File: src/rtl/tpu_int_pkg.sv
// Shared definitions for the TPU timer interrupt receiver: FSM encoding, cause codes,
// default service vectors and the fixed-priority cause selector.
package tpu_int_pkg;

    typedef enum logic [1:0] {
        IDLE    = 2'd0,
        REQ     = 2'd1,
        SERVICE = 2'd2
    } int_state_t;

    localparam logic [1:0] CAUSE_NONE  = 2'b00;
    localparam logic [1:0] CAUSE_TIMER = 2'b01;
    localparam logic [1:0] CAUSE_SW    = 2'b10;

    localparam logic [7:0] DEF_TIMER_VEC = 8'h04;
    localparam logic [7:0] DEF_SW_VEC    = 8'h08;

    // Timer always beats software when both are pending.
    function automatic logic [1:0] pick_cause(input logic tim_pend, input logic sw_pend);
        if (tim_pend) begin
            return CAUSE_TIMER;
        end
        if (sw_pend) begin
            return CAUSE_SW;
        end
        return CAUSE_NONE;
    endfunction

endpackage

File: src/rtl/tpu_int_edge.sv
// TPUINT rising-edge detector plus saturating count of edges that arrive while the
// timer cause is already pending and not being cleared in the same cycle.
module tpu_int_edge
    import tpu_int_pkg::*;
#(
    parameter int MISS_W = 4
) (
    input  logic              i_clk,
    input  logic              i_rst,
    input  logic              i_line,
    input  logic              i_pend_hold,
    output logic              o_rise,
    output logic [MISS_W-1:0] o_missed
);

    logic              r_prev;
    logic [MISS_W-1:0] r_missed;

    assign o_rise   = i_line & ~r_prev;
    assign o_missed = r_missed;

    always_ff @(posedge i_clk) begin
        if (i_rst) begin
            r_prev   <= 1'b0;
            r_missed <= '0;
        end else begin
            r_prev <= i_line;
            if (o_rise && i_pend_hold && (r_missed != '1)) begin
                r_missed <= r_missed + MISS_W'(1);
            end
        end
    end

endmodule

File: src/rtl/tpu_int_ctrl.sv
// TPU timer interrupt receiver: pending causes, IRQ/ACK/RETI handshake, vector/cause/stamp.
// Optional ACK watchdog enabled by defining TPU_INT_ACK_TIMEOUT_EN.
//
// state   | meaning
// IDLE    | no request outstanding; waits for GIE and a pending cause
// REQ     | IRQ asserted, waiting for CORE_ACK (GIE low withdraws it)
// SERVICE | handler running; cause latched, waits for RETI
module tpu_int_ctrl
    import tpu_int_pkg::*;
#(
    parameter int               VEC_W     = 8,
    parameter logic [VEC_W-1:0] TIMER_VEC = VEC_W'(DEF_TIMER_VEC),
    parameter logic [VEC_W-1:0] SW_VEC    = VEC_W'(DEF_SW_VEC),
    parameter int               MISS_W    = 4
`ifdef TPU_INT_ACK_TIMEOUT_EN
   ,parameter int               ACK_TIMEOUT = 64
`endif
) (
    input  logic              i_sys_clk,
    input  logic              i_rst,
    input  logic              i_tpuint,
    input  logic              i_swint,
    input  logic              i_gie,
    input  logic              i_core_ack,
    input  logic              i_reti,
    input  logic [6:0]        i_time,
    output logic              o_intflag,
    output logic              o_irq,
    output logic [VEC_W-1:0]  o_int_vector,
    output logic [1:0]        o_int_cause,
    output logic [6:0]        o_int_stamp,
    output logic              o_in_service,
    output logic [MISS_W-1:0] o_missed,
    output logic              o_ack_err
);

    int_state_t       r_state;
    logic             r_tim_pend;
    logic             r_sw_pend;
    logic             r_irq;
    logic             r_in_service;
    logic [1:0]       r_cause;
    logic [VEC_W-1:0] r_vector;
    logic [6:0]       r_stamp;

    logic             w_rise;
    logic             w_ack_take;
    logic [1:0]       w_pick;
    logic             w_tim_clr;
    logic             w_sw_clr;
    logic             w_pend_hold;

    assign w_ack_take  = (r_state == REQ) && i_core_ack;
    assign w_pick      = pick_cause(r_tim_pend, r_sw_pend);
    assign w_tim_clr   = w_ack_take && (w_pick == CAUSE_TIMER);
    assign w_sw_clr    = w_ack_take && (w_pick == CAUSE_SW);
    // An edge landing on the clearing cycle simply re-arms the cause; nothing is lost.
    assign w_pend_hold = r_tim_pend & ~w_tim_clr;

    tpu_int_edge #(
        .MISS_W (MISS_W)
    ) u_edge (
        .i_clk       (i_sys_clk),
        .i_rst       (i_rst),
        .i_line      (i_tpuint),
        .i_pend_hold (w_pend_hold),
        .o_rise      (w_rise),
        .o_missed    (o_missed)
    );

    always_ff @(posedge i_sys_clk) begin
        if (i_rst) begin
            r_tim_pend <= 1'b0;
            r_sw_pend  <= 1'b0;
        end else begin
            if (w_rise) begin
                r_tim_pend <= 1'b1;
            end else if (w_tim_clr) begin
                r_tim_pend <= 1'b0;
            end
            if (i_swint) begin
                r_sw_pend <= 1'b1;
            end else if (w_sw_clr) begin
                r_sw_pend <= 1'b0;
            end
        end
    end

    always_ff @(posedge i_sys_clk) begin
        if (i_rst) begin
            r_state      <= IDLE;
            r_irq        <= 1'b0;
            r_in_service <= 1'b0;
            r_cause      <= CAUSE_NONE;
            r_vector     <= '0;
            r_stamp      <= '0;
        end else begin
            case (r_state)
                IDLE: begin
                    if (i_gie && (r_tim_pend || r_sw_pend)) begin
                        r_state <= REQ;
                        r_irq   <= 1'b1;
                    end
                end
                REQ: begin
                    if (i_core_ack) begin
                        r_state      <= SERVICE;
                        r_irq        <= 1'b0;
                        r_in_service <= 1'b1;
                        r_cause      <= w_pick;
                        r_vector     <= (w_pick == CAUSE_TIMER) ? TIMER_VEC : SW_VEC;
                        r_stamp      <= i_time;
                    end else if (!i_gie) begin
                        r_state <= IDLE;
                        r_irq   <= 1'b0;
                    end
                end
                SERVICE: begin
                    if (i_reti) begin
                        r_state      <= IDLE;
                        r_in_service <= 1'b0;
                        r_cause      <= CAUSE_NONE;
                    end
                end
                default: begin
                    r_state      <= IDLE;
                    r_irq        <= 1'b0;
                    r_in_service <= 1'b0;
                    r_cause      <= CAUSE_NONE;
                end
            endcase
        end
    end

`ifdef TPU_INT_ACK_TIMEOUT_EN
    localparam int CNT_W = (ACK_TIMEOUT > 1) ? $clog2(ACK_TIMEOUT) : 1;

    logic [CNT_W-1:0] r_ack_cnt;
    logic             r_ack_err;

    // Counts REQ cycles; the flag fires on the ACK_TIMEOUT-th one and is sticky.
    always_ff @(posedge i_sys_clk) begin
        if (i_rst) begin
            r_ack_cnt <= '0;
            r_ack_err <= 1'b0;
        end else if (r_state != REQ) begin
            r_ack_cnt <= '0;
        end else if (r_ack_cnt == CNT_W'(ACK_TIMEOUT - 1)) begin
            r_ack_err <= 1'b1;
        end else begin
            r_ack_cnt <= r_ack_cnt + CNT_W'(1);
        end
    end

    assign o_ack_err = r_ack_err;
`else
    assign o_ack_err = 1'b0;
`endif

    assign o_intflag    = r_tim_pend;
    assign o_irq        = r_irq;
    assign o_int_vector = r_vector;
    assign o_int_cause  = r_cause;
    assign o_int_stamp  = r_stamp;
    assign o_in_service = r_in_service;

endmodule

File: config.mk
export PLATFORM = sky130hd
export DESIGN_NAME = tpu_int_ctrl
export DESIGN_NICKNAME = d
export VERILOG_FILES = /design/src/rtl/tpu_int_pkg.sv /design/src/rtl/tpu_int_edge.sv /design/src/rtl/tpu_int_ctrl.sv
export SDC_FILE = /design/constraint.sdc
export NUM_CORES = 1
export LEC_CHECK = 0
export ABC_CLOCK_PERIOD_IN_PS = 4300
export BUFFER_PORTS_ARGS = -buffer_cell sky130_fd_sc_hd__buf_2
export CAP_MARGIN = 20
export CORE_MARGIN = 5
export CORE_UTILIZATION = 31
export CTS_BUF_LIST = sky130_fd_sc_hd__clkbuf_16
export CTS_CLUSTER_SIZE = 10
export DETAILED_ROUTE_END_ITERATION = 10
export PLACE_DENSITY = 0.54
export SLEW_MARGIN = 20
export SYNTH_ARGS = -nofsm -noshare
export SYNTH_HDL_FRONTEND = slang
export SYNTH_HIERARCHICAL = 1
export SYNTH_SLANG_ARGS = --single-unit
File: constraint.sdc
create_clock -name i_sys_clk -period 4.3 [get_ports i_sys_clk]
set_input_delay 0.215 -clock i_sys_clk [delete_from_list [all_inputs] [get_ports i_sys_clk]]
set_output_delay 0.215 -clock i_sys_clk [all_outputs]
set_load 0.05 [all_outputs]
; ---- Word level (Yosys, flattened, before mapping)
; Cells that the tools add are included.
[classes]
n_addsub = 1
n_eq_ne = 9
muxes = 26
bitwise = 6
n_reduce_logical = 14
[op_table]
columns = operator, n
row1 = 2-to-1 mux 2 bit, 9
row2 = 2-to-1 mux 1 bit, 12
row3 = one-hot mux 2 bit (3 select lines), 2
row4 = AND reduction 3 bit, 3
row5 = logical AND 1 bit, 6
row6 = "inequality test 2 bit, second input constant", 3
row7 = one-hot mux 1 bit (3 select lines), 2
row8 = "adder 4 x 1 -> 4 bit, second input constant", 1
row9 = "equality test 2 x 1 -> 1 bit, second input constant", 2
row10 = "equality test 2 bit, second input constant", 2
row11 = 2-to-1 mux 4 bit, 1
row12 = "inequality test 4 bit, second input constant", 1
row13 = inverter 1 bit, 4
row14 = nonzero test 2 bit, 2
row15 = "inequality test 3 bit, second input constant", 1
row16 = AND 1 bit, 2
row17 = zero test 2 bit, 1
row18 = AND reduction 2 bit, 1
row19 = logical OR 1 bit, 1
[word_totals]
register_bits = 28

; ---- Logic depth before layout (Yosys ltp)
; Gate-level depths: netlist of the first run.
[logic_depth]
word_depth = 10
mapped_depth = 7

; ---- Hierarchy
; The synthesis of the first run kept the hierarchy.
[modules_own_cells]
columns = mod, n_inst, cells_per_inst, area_per_inst_um2
row1 = tpu_int_ctrl, 1, 77, 721.9
row2 = tpu_int_edge, 1, 24, 237.7

; ---- Worst setup path after synthesis of the first run
; Ideal clock, no wire load.
[synth_timing]
kind = flip-flop to flip-flop
startpoint = reg r_tim_pend, in the netlist o_intflag
endpoint = reg u_edge.r_missed[0], in the netlist u_edge/o_missed[0]
t_arrival_ns = 1.480
t_required_ns = 4.230
path_slack_ns = 2.750
stages_incl_launch_ff = 5
path_buffers = 0
period_less_slack_ns = 1.550
cell_sequence = dfxtp_1 and2_1 nand3b_4 or3_1 a21oi_1
[synth_via]
elab_chain_len = 8
[synth_lines]
columns = item, line
row1 = start: declaration, tpu_int_ctrl.sv:38  ; logic r_tim_pend;
row2 = start signal: assignment, tpu_int_ctrl.sv:73  ; r_tim_pend <= 1'b0;
row3 = start signal: assignment, tpu_int_ctrl.sv:77  ; r_tim_pend <= 1'b1;
row4 = start signal: assignment, tpu_int_ctrl.sv:79  ; r_tim_pend <= 1'b0;
row5 = 2-to-1 mux 1 bit, tpu_int_pkg.sv:20  ; if (tim_pend) begin
row6 = 2-to-1 mux 2 bit, tpu_int_pkg.sv:23  ; if (sw_pend) begin
row7 = equality test 2 x 1 -> 1 bit, tpu_int_ctrl.sv:55  ; assign w_tim_clr = w_ack_take && (w_pick == CAUSE_TIMER);
row8 = logical AND 1 bit, tpu_int_ctrl.sv:55
row9 = inverter 1 bit, tpu_int_ctrl.sv:58  ; assign w_pend_hold = r_tim_pend & ~w_tim_clr;
row10 = AND 1 bit *, tpu_int_ctrl.sv:58
row11 = named net w_pend_hold, tpu_int_ctrl.sv:51  ; logic w_pend_hold;
row12 = logical AND 1 bit * (2 in series), tpu_int_edge.sv:28  ; if (o_rise && i_pend_hold && (r_missed != '1)) begin
row13 = end signal: assignment, tpu_int_edge.sv:29  ; r_missed <= r_missed + MISS_W'(1);
row14 = end: declaration, tpu_int_edge.sv:17  ; logic [MISS_W-1:0] r_missed;
; The timed path passes the listed nets; every way through them passes the cells marked *.
; A chain may end at the register's enable or synchronous reset.

; ---- Worst setup path in the final report of the first run
[layout_timing]
startpoint = reg r_state[0]
endpoint = reg u_edge.r_missed[2], in the netlist u_edge/o_missed[2]
[layout_via]
elab_chain_len = 7
[layout_lines]
columns = item, line
row1 = start: declaration, tpu_int_ctrl.sv:37  ; int_state_t r_state;
row2 = start signal: assignment, tpu_int_ctrl.sv:91  ; r_state <= IDLE;
row3 = start signal: assignment, tpu_int_ctrl.sv:101  ; r_state <= REQ;
row4 = start signal: assignment, tpu_int_ctrl.sv:107  ; r_state <= SERVICE;
row5 = equality test 2 x 1 -> 1 bit, tpu_int_ctrl.sv:53  ; assign w_ack_take = (r_state == REQ) && i_core_ack;
row6 = logical AND 1 bit, tpu_int_ctrl.sv:53
row7 = logical AND 1 bit, tpu_int_ctrl.sv:55
row8 = inverter 1 bit, tpu_int_ctrl.sv:58
row9 = AND 1 bit, tpu_int_ctrl.sv:58
row10 = named net w_pend_hold, tpu_int_ctrl.sv:51
row11 = logical AND 1 bit (2 in series), tpu_int_edge.sv:28
; The timed path passes the listed nets, and every way through them passes these cells.

==> results of run 1 <==
[registers in the layout, summed over array words and instances (netlist names)]
register	flops
o_in_service	1
o_irq	1
u_edge/o_missed	4
o_int_stamp	7
u_edge/r_prev	1
o_intflag	1
r_state	2
r_sw_pend	1
o_int_cause	2
o_int_vector	2
[kinds of logic (layout without fill, tap and decap cells)]
kind of cell,count (synthesis),after routing,share of synthesized area [%]
multiplexers,7,7,7.301
AO/OA/AOI/OAI,22,22,12.78
AND/OR/NAND/NOR,37,37,24.77
flip-flops,22,22,45.89
adder cells (fa/ha/maj),1,1,1.304
other,1,7,0.3908
buffers and inverters,11,34,7.562
[worst paths after layout]
kind | depth (start not counted) | slack [ns] | endpoint
max | 5 | 2.66 | u_edge/o_missed[2]$_SDFFE_PP0P_
min | 3 | 0.17 | r_sw_pend$_SDFFE_PP0P_
max reg2reg | 5 | 2.66 | u_edge/o_missed[2]$_SDFFE_PP0P_
min reg2reg | 2 | 0.45 | o_int_vector[2]$_SDFFE_PP0P_
[placed cells by master (no fill, tap or decap), types with 2 or more instances in the layout]
master     netlist  final
or3_1            2      2
o21ai_0          4      4
or3b_1           2      2
a21oi_1         14     14
mux2i_1          7      7
nor3_1           2      2
nor2_1          13     13
conb_1           1      7
buf_2            1     31
clkbuf_16        0      3
dfxtp_1         22     22
nand3b_4         2      2
nor2b_1          2      2
nand2_1          3      3
[cell type report]
| class | count | area, sq um | share of cell area, % |
|---|---|---|---|
| Multi-Input combinational cell | 74 | 469.2 | 39.72 |
| Tap cell | 33 | 41.29 | 3.496 |
| Timing Repair Buffer | 31 | 155.1 | 13.14 |
| Sequential cell | 22 | 440.4 | 37.29 |
| Clock buffer | 3 | 75.07 | 6.356 |
[through the flow]
| stage | power, uW | instance area, sq um | utilization [%] |
|---|---|---|---|
| floorplan | 295.7 | 982.2 | - |
| global placement | 308.8 | 1106 | 36.83 |
| detailed placement | 309.8 | 1106 | 36.83 |
| CTS | 495.6 | 1181 | 39.33 |
| global route | 512.6 | 1181 | 39.33 |
| finish | 489.1 | 1181 | 39.33 |
[per-layer routing]
layer / GRT usage, % / vias to the layer above
met5: 0 / -
met1: 10.03 / 370
met2: 15.52 / 29
met4: 3.109 / 0
met3: 3.419 / 2
li1: - / 401
[power by group through the flow]
stage	Sequential, uW	Clock (uW)	Combinational, uW
after global placement	226	0	82.5
after detailed placement	227	0	83.1
after floorplan	248	0	47.6
after CTS	222	190	83.2
final	222	184	82.5
after global routing	224	200	88.3
[worst max-delay path: cells and delay by family (launching register included)]
family	cells	cell delay [ns]
flops	1	0.53
simple gates	5	1.03
==> results.yml, run 1 <==
run_status:
  status: "completed"
floorplan:
  die_area_sq_um: 4309
  start_util_pct: 31.96
  fp-row-count: 20
  coreArea_sq_um: 3003
  pin_count: 39
  dieWidth_um: 65.64
  die_h_um: 65.64
critical_path:
  critPathMaxFanout: 13
  path_cells: "nand3b_4 > and2_1 > and3b_1 > and4b_1 > nor3_1"
  critical_path_class: "flop to flop"
  cp_slowest_cell: "dfxtp_1"
  cp-startpoint: "r_state[0]$_SDFFE_PP0P_"
  end_kind: "flop"
  reg2reg_from: "r_state[0]$_SDFFE_PP0P_"
  critical-path-max-stage-delay_ns: 0.53
  cp.arrival_ns: 1.81
  cp-start-kind: "flop"
  cp.required_ns: 4.47
power_and_ir_drop:
  switching_power_uw: 129.7
  clkPwrFrac_pct: 37.6
  p_leak_uw: 0.0006046
  ir_drop_v: 0.0002362
  p_seq_share_pct: 45.5
  p_int_uw: 359.4
  p_per_area_nw_per_um2: 414.1
  pwr-share-comb_pct: 16.9
  switching_share_pct: 26.51
worst_hold_path:
  hold_path.class: "primary input to flop"
  worstHoldStart: "i_swint"
clock_network:
  clockBufferDepth: 2
  cts_hold_buffers: 0
  tritoncts: "done"
  h-tree-depth: 1
  cts-buffers-inserted: 3
  cts-root-buf: "clkbuf_16"
  clock_latency_ns: 0.24
  cts_sinks: 22
  postCtsSetupRepairBufs: 0
  path_clk_slew_ns: 0.05
  cts_resized: 0
cells_and_area:
  final_nets: 147
  fillers: 306
  n_antenna_cell: 0
  drive_gt1_share_pct: 27.69
  instances_no_fill: 163
  synthToLayoutAreaGrowth_pct: 23.08
grt:
  grt_first_pass_wirelength_mm: 3.105
  grt-ovfl-total: 0
  grt_max_degree: 22
  track_usage_pct: 9.003
  antenna_found_initial: 0
  first_global_vias: 762
synthesis:
  synth_ff_type: "dfxtp_1"
  ys_ff_latch: 22
  synth.most_common_cell: "dfxtp_1"
  synth_cell_types: 31
  synth-async-reset-ratio_pct: 0
  synthCells: 101
  synth_commonest_cells: "22 x dfxtp_1, 14 x a21oi_1, 13 x nor2_1"
  synth-edff-count: 0
  syn_area_per_cell_sq_um: 9.502
  ys.warnings.count: 6
  yosys-top-cells-area: "dfxtp_1 46%, a21oi_1 7.3%, mux2i_1 7.3%"
  yosysSeqAreaShare_pct: 45.89
  synth.largest_area_cell: "dfxtp_1"
  mappedNetlistArea_sq_um: 959.7
  synth_top_area_share_pct: 45.89
route:
  drt.antenna.violating_nets: 0
  drt_pre_antenna_iters: 4
  drc: 0
  met1_length_um: 842
  top_layer_used: "met4"
  avgViaCountPerCell: 4.920
  met2_length_um: 888
  vias: 802
  drt_first_iter_violations: 15
  wl_mm: 1.910
  avgRoutedWirePerCell_um: 11.72
  wl_met3_um: 160
place:
  hpwl_mm: 1.458
  dp_slack_ns: 2.676
  place_congestion: 0.7679
  post-place-cells: 160
  port_buffers: 31
sta:
  fin_tns_setup_ns: 0
  rsz0062_at_grt: "false"
  fin_hold_ws_ns: 0.1735
  setup_ws_ns: 2.659
  fmax_mhz: 609.2
  setup_viol: 0
  drv_slew: 0
  fin_worst_skew_ns: 0.001558
  period_minus_slack_ns: 1.641
  finalHoldViolCount: 0
  finalCritPeriodShare_pct: 38.17
run:
  drv_cap: 0
(Power assumes the default switching activity.)
==> run 2: changes to the inputs <==
- ABC_CLOCK_PERIOD_IN_PS: 4300 -> 1700
- clock period: 4.3 -> 1.7 ns (I/O delays scaled with it)
==> run 2 against run 1 <==
Effect of this change:
- fmax up 10%
- total power rose to 2.6 times the previous value
- first-iteration DRC count down 53%
- setup slack worse by 2.4 ns
- utilization up 0.63 points
- wire length up 3.0%
- sequential cell count unchanged
- non-clock buffer count up 2
- clock power rose to 2.7 times the previous value
- critical endpoint is now u_edge/o_missed[0]$_SDFFE_PP0P_
- largest cell class unchanged
==> results.yml, run 2 (synthesis results as in run 1) <==
clock_network:
  cts-buffers-inserted: 3
  cts_sinks: 22
  tritoncts: "done"
  clock_latency_ns: 0.25
  cts-root-buf: "clkbuf_16"
  h-tree-depth: 1
  cts_hold_buffers: 0
  postCtsSetupRepairBufs: 0
  path_clk_slew_ns: 0.06
  cts_resized: 0
  clockBufferDepth: 2
route:
  avgRoutedWirePerCell_um: 11.86
  wl_mm: 1.968
  vias: 774
  drt.antenna.violating_nets: 0
  drc: 0
  drt_pre_antenna_iters: 3
  avgViaCountPerCell: 4.663
  drt_first_iter_violations: 7
floorplan:
  start_util_pct: 31.96
  die_area_sq_um: 4309
  coreArea_sq_um: 3003
  die_h_um: 65.64
  pin_count: 39
  dieWidth_um: 65.64
  fp-row-count: 20
power_and_ir_drop:
  ir_drop_v: 0.0005598
  p_leak_uw: 0.0006157
  p_per_area_nw_per_um2: 1056
cells_and_area:
  instances_no_fill: 166
  drive_gt1_share_pct: 28.57
  final_nets: 149
  final_cell_mix: "31 x buf_2, 22 x dfxtp_1, 14 x a21oi_1"
  final_common_cell: "buf_2"
  fillers: 305
  largest_reg_flops: 7
  final_util_pct: 39.96
  n_antenna_cell: 0
  synthToLayoutAreaGrowth_pct: 25.03
  stdcell_area_sq_um: 1200
grt:
  antenna_found_initial: 0
  first_global_vias: 766
  grt_max_degree: 22
  grt-ovfl-total: 0
  track_usage_pct: 9.493
  grt_first_pass_wirelength_mm: 3.208
critical_path:
  cp.required_ns: 1.88
  cp.arrival_ns: 1.67
  cp-start-kind: "flop"
  end_kind: "flop"
  critical_path_class: "flop to flop"
  critPathMaxFanout: 9
sta:
  setup_viol: 0
  fin_tns_setup_ns: 0
  rsz0062_at_grt: "false"
  period_minus_slack_ns: 1.489
  finalCritPeriodShare_pct: 87.60
  fin_worst_skew_ns: 0.001637
  fmax_mhz: 671.5
  drv_slew: 0
  finalHoldViolCount: 0
run:
  drv_cap: 0
place:
  post-place-cells: 162
  hpwl_mm: 1.470
  placed_cell_area_sq_um: 1121
  port_buffers: 31
  place_congestion: 0.7593
run_status:
  status: "completed"
worst_hold_path:
  hold_path.class: "primary input to flop"
-- run 2: path summary, 6_finish.rpt --
kind | cells past startpoint | slack [ns] | from | endpoint
max | 5 | 0.21 | r_state[1]$_SDFFE_PP0P_ | u_edge/o_missed[0]$_SDFFE_PP0P_
min | 3 | 0.05 | i_swint | r_sw_pend$_SDFFE_PP0P_
max reg2reg | 5 | 0.21 | r_state[1]$_SDFFE_PP0P_ | u_edge/o_missed[0]$_SDFFE_PP0P_
min reg2reg | 2 | 0.45 | o_int_vector[2]$_SDFFE_PP0P_ | o_int_vector[2]$_SDFFE_PP0P_
-- run 2: area by class of cell --
class / count / area [sq um] / area share, %
tap: 33 / 41.29 / 3.441
timing repair buffer: 33 / 170.2 / 14.18
multi-input combinational: 74 / 469.2 / 39.10
clock buffer: 3 / 75.07 / 6.257
clock inverter: 1 / 3.754 / 0.3128
sequential: 22 / 440.4 / 36.70
-- run 2: layer usage --
metal / share of wire [%] / vias up / track usage, % / routed length (um)
met2: 47 / 29 / 15.14 / 931
met3: 8.3 / 4 / 4.103 / 163
met4: 1.5 / 0 / 3.886 / 29
met5: 0 / - / 0 / 0
li1: - / 400 / - / -
met1: 43 / 341 / 11.04 / 843
-- run 2: worst max-delay path, cell delays in order, from the launching register on --
cell,delay [ns]
dfxtp_1,0.45
nand3b_4,0.19
and2_1,0.18
nand3b_4,0.10
or3_1,0.35
a21oi_1,0.14
-- run 2: where the power goes --
group	switching, uW	internal [uW]
Combinational	155	63.8
Clock	177	313
Sequential	17.9	540
Total	349	917
-- run 2: stage by stage --
stage | setup WS (ns) | power, uW | hold slack [ns]
detailed placement | 0.2242 | 789.6 | 0.3137
global route | 0.02113 | 1328 | 0.05012
floorplan | 0.1502 | 747.9 | 0.1541
global placement | 0.2819 | 786.7 | 0.2923
CTS | 0.2091 | 1287 | 0.05068
finish | 0.2107 | 1267 | 0.05173
==> run 3: changes to the inputs <==
- PLACE_DENSITY: 0.54 -> 0.55
- SYNTH_HIERARCHICAL: 1 -> default
==> run 3 against run 2 <==
Effect of this change:
- combinational power fell by 21%
- total power rose by 8.2%
- sequential power fell by 1%
- utilization barely moved
- hold slack improved by 0.017 ns
- critical path depth fell by 1
- wire length rose by 2.7%
- non-clock buffer count fell by 1
- first-iteration DRC count rose to 6.7 times the previous value
- clock-buffer cell count did not move
- clock power rose by 32%
- global-route usage rose by 0.74 points
- highest routed layer unchanged
==> results.yml, run 3 <==
clock_network:
  path_clk_slew_ns: 0.06
  clockBufferDepth: 2
  tritoncts: "done"
  h-tree-depth: 1
  postCtsSetupRepairBufs: 0
  cts_resized: 0
  cts-buffers-inserted: 3
  clock_latency_ns: 0.25
  cts_sinks: 22
  cts-root-buf: "clkbuf_16"
  cts_hold_buffers: 0
synthesis:
  synth_commonest_cells: "22 x dfxtp_1, 17 x nand2_1, 16 x a21oi_1"
  synthCells: 107
  synth_cell_types: 28
  yosys-top-cells-area: "dfxtp_1 47%, a21oi_1 8.6%, nand2_1 6.8%"
  synth_ff_type: "dfxtp_1"
  synthSimpleGateAreaFrac_pct: 21.58
  synth-xor-area-share_pct: 0.9383
  syn_area_per_cell_sq_um: 8.723
  synth-async-reset-ratio_pct: 0
  synth.largest_area_cell: "dfxtp_1"
  ys.warnings.count: 0
  synth_top_family_by_area: "simple AND/OR/NAND/NOR gates"
  synthAdderAreaFrac_pct: 1.340
  synth-edff-count: 0
  mappedNetlistArea_sq_um: 933.4
  synth_compound_gate_area_share_pct: 17.29
  synth_top_area_share_pct: 47.18
  muxShareOfSynthArea_pct: 2.145
  ys_ff_latch: 22
  synth.most_common_cell: "dfxtp_1"
  yosysSeqAreaShare_pct: 47.18
sta:
  fin_tns_setup_ns: 0
  finalCritPeriodShare_pct: 87.77
  drv_slew: 0
  fin_worst_skew_ns: 0.001098
  setup_viol: 0
  period_minus_slack_ns: 1.492
  finalHoldViolCount: 0
  fmax_mhz: 670.2
  rsz0062_at_grt: "false"
place:
  hpwl_mm: 1.466
  placed_cell_area_sq_um: 1086
  place_congestion: 0.8002
  post-place-cells: 166
  port_buffers: 31
power_and_ir_drop:
  p_int_uw: 1048
  p_seq_share_pct: 40.3
  pwr-share-comb_pct: 12.6
  ir_drop_v: 0.0003021
  switching_power_uw: 322.6
  switching_share_pct: 23.54
  p_per_area_nw_per_um2: 1151
  clkPwrFrac_pct: 47.1
  p_leak_uw: 0.0005437
grt:
  grt_max_degree: 23
  antenna_found_initial: 0
  grt_first_pass_wirelength_mm: 3.443
  track_usage_pct: 10.23
  grt-ovfl-total: 0
  first_global_vias: 783
critical_path:
  critical_path_class: "flop to flop"
  cp.required_ns: 1.83
  critPathMaxFanout: 12
  cp_slowest_cell: "dfxtp_1"
  cp-startpoint: "r_state[1]$_SDFFE_PP0P_"
  end_kind: "flop"
  cp.arrival_ns: 1.62
  critical-path-max-stage-delay_ns: 0.43
  reg2reg_from: "r_state[1]$_SDFFE_PP0P_"
  path_cells: "and3b_4 > a311oi_4 > mux2i_1 > nor2_1"
  cp-start-kind: "flop"
cells_and_area:
  synthToLayoutAreaGrowth_pct: 27.61
  stdcell_area_sq_um: 1191
  largest_reg_flops: 7
  final_cell_mix: "31 x buf_2, 22 x dfxtp_1, 17 x nand2_1"
  fillers: 303
  instances_no_fill: 170
  final_common_cell: "buf_2"
  seq_area_sq_um: 440.4
  final_nets: 153
  multi_input_area_sq_um: 430.4
  n_antenna_cell: 0
  drive_gt1_share_pct: 29.20
floorplan:
  start_util_pct: 31.34
  coreArea_sq_um: 2978
  die_area_sq_um: 4208
  pin_count: 39
  fp-row-count: 20
  dieWidth_um: 64.87
  die_h_um: 64.87
run:
  drv_cap: 0
route:
  avgRoutedWirePerCell_um: 11.89
  drt_pre_antenna_iters: 4
  drt.antenna.violating_nets: 0
  drt_first_iter_violations: 47
  vias: 799
  drc: 0
  avgViaCountPerCell: 4.700
  wl_mm: 2.022
worst_hold_path:
  worstHoldStart: "i_time[3]"
  hold_path.class: "primary input to flop"
run_status:
  status: "completed"
[run 3: changes by cell type after synthesis, moves of 3 or more]
cell     previous run  this run
nand2_1             3        17
mux2i_1             7         2
inv_1               0         3
nor2_1             13         7
[run 3: layout make-up]
cell class              instances  area share, %
inverters                       3         0.9454
repair buffers                 32          13.66
clock inverters                 1          2.521
flip-flops and latches         22          36.97
well taps                      33          3.466
clock buffers                   3          6.303
multi-input cells              76          36.13
[run 3: cell families (layout without fill, tap and decap cells)]
family,count (synthesis),in the layout
AND/OR/NAND/NOR,39,39
AO/OA/AOI/OAI,26,26
flip-flops,22,22
buffers and inverters,15,39
multiplexers,2,2
adder cells (fa/ha/maj),1,1
other,1,7
XOR/XNOR,1,1
[run 3: through the flow]
stage	total power [uW]	hold slack, ns	setup WS (ns)	util, %
after global placement	734.5	0.3276	0.2786	36.47
after CTS	1392	0.06759	0.2157	40.00
after floorplan	706.4	0.1566	0.09509	-
after global routing	1432	0.08327	0.1535	40.00
final	1370	0.06868	0.2079	40.00
after detailed placement	737.1	0.3312	0.2137	36.47
[run 3: routing by layer]
| metal | up-vias | global-route usage, % | share of wire (%) |
|---|---|---|---|
| li1 | 408 | - | - |
| met1 | 365 | 12.49 | 47 |
| met2 | 22 | 16.73 | 46 |
| met3 | 4 | 3.120 | 5.4 |
| met4 | 0 | 3.958 | 1.1 |
| met5 | - | 0 | 0 |
[run 3: critical path: cells and delay by family (launching register included)]
family	cells	cell delay (ns)
AO/OA/AOI/OAI	1	0.36
flip-flops	1	0.43
multiplexers	1	0.22
AND/OR/NAND/NOR	2	0.35
[run 3: final timing paths]
check,end,slack [ns],depth (start not counted)
worst min register to register,o_int_stamp[0]$_SDFFE_PP0N_,0.45,2
worst max-delay path,u_edge.o_missed[1]$_SDFFE_PP0P_,0.21,4
worst max register to register,u_edge.o_missed[1]$_SDFFE_PP0P_,0.21,4
worst min-delay path,o_int_stamp[3]$_SDFFE_PP0N_,0.07,3
[run 3: power by group through the flow]
stage,sequential [uW],combinational (uW),clock (uW)
finish,552,172,646
global route,555,187,691
CTS,552,174,665
detailed placement,563,174,0
global placement,562,172,0
floorplan,606,100,0
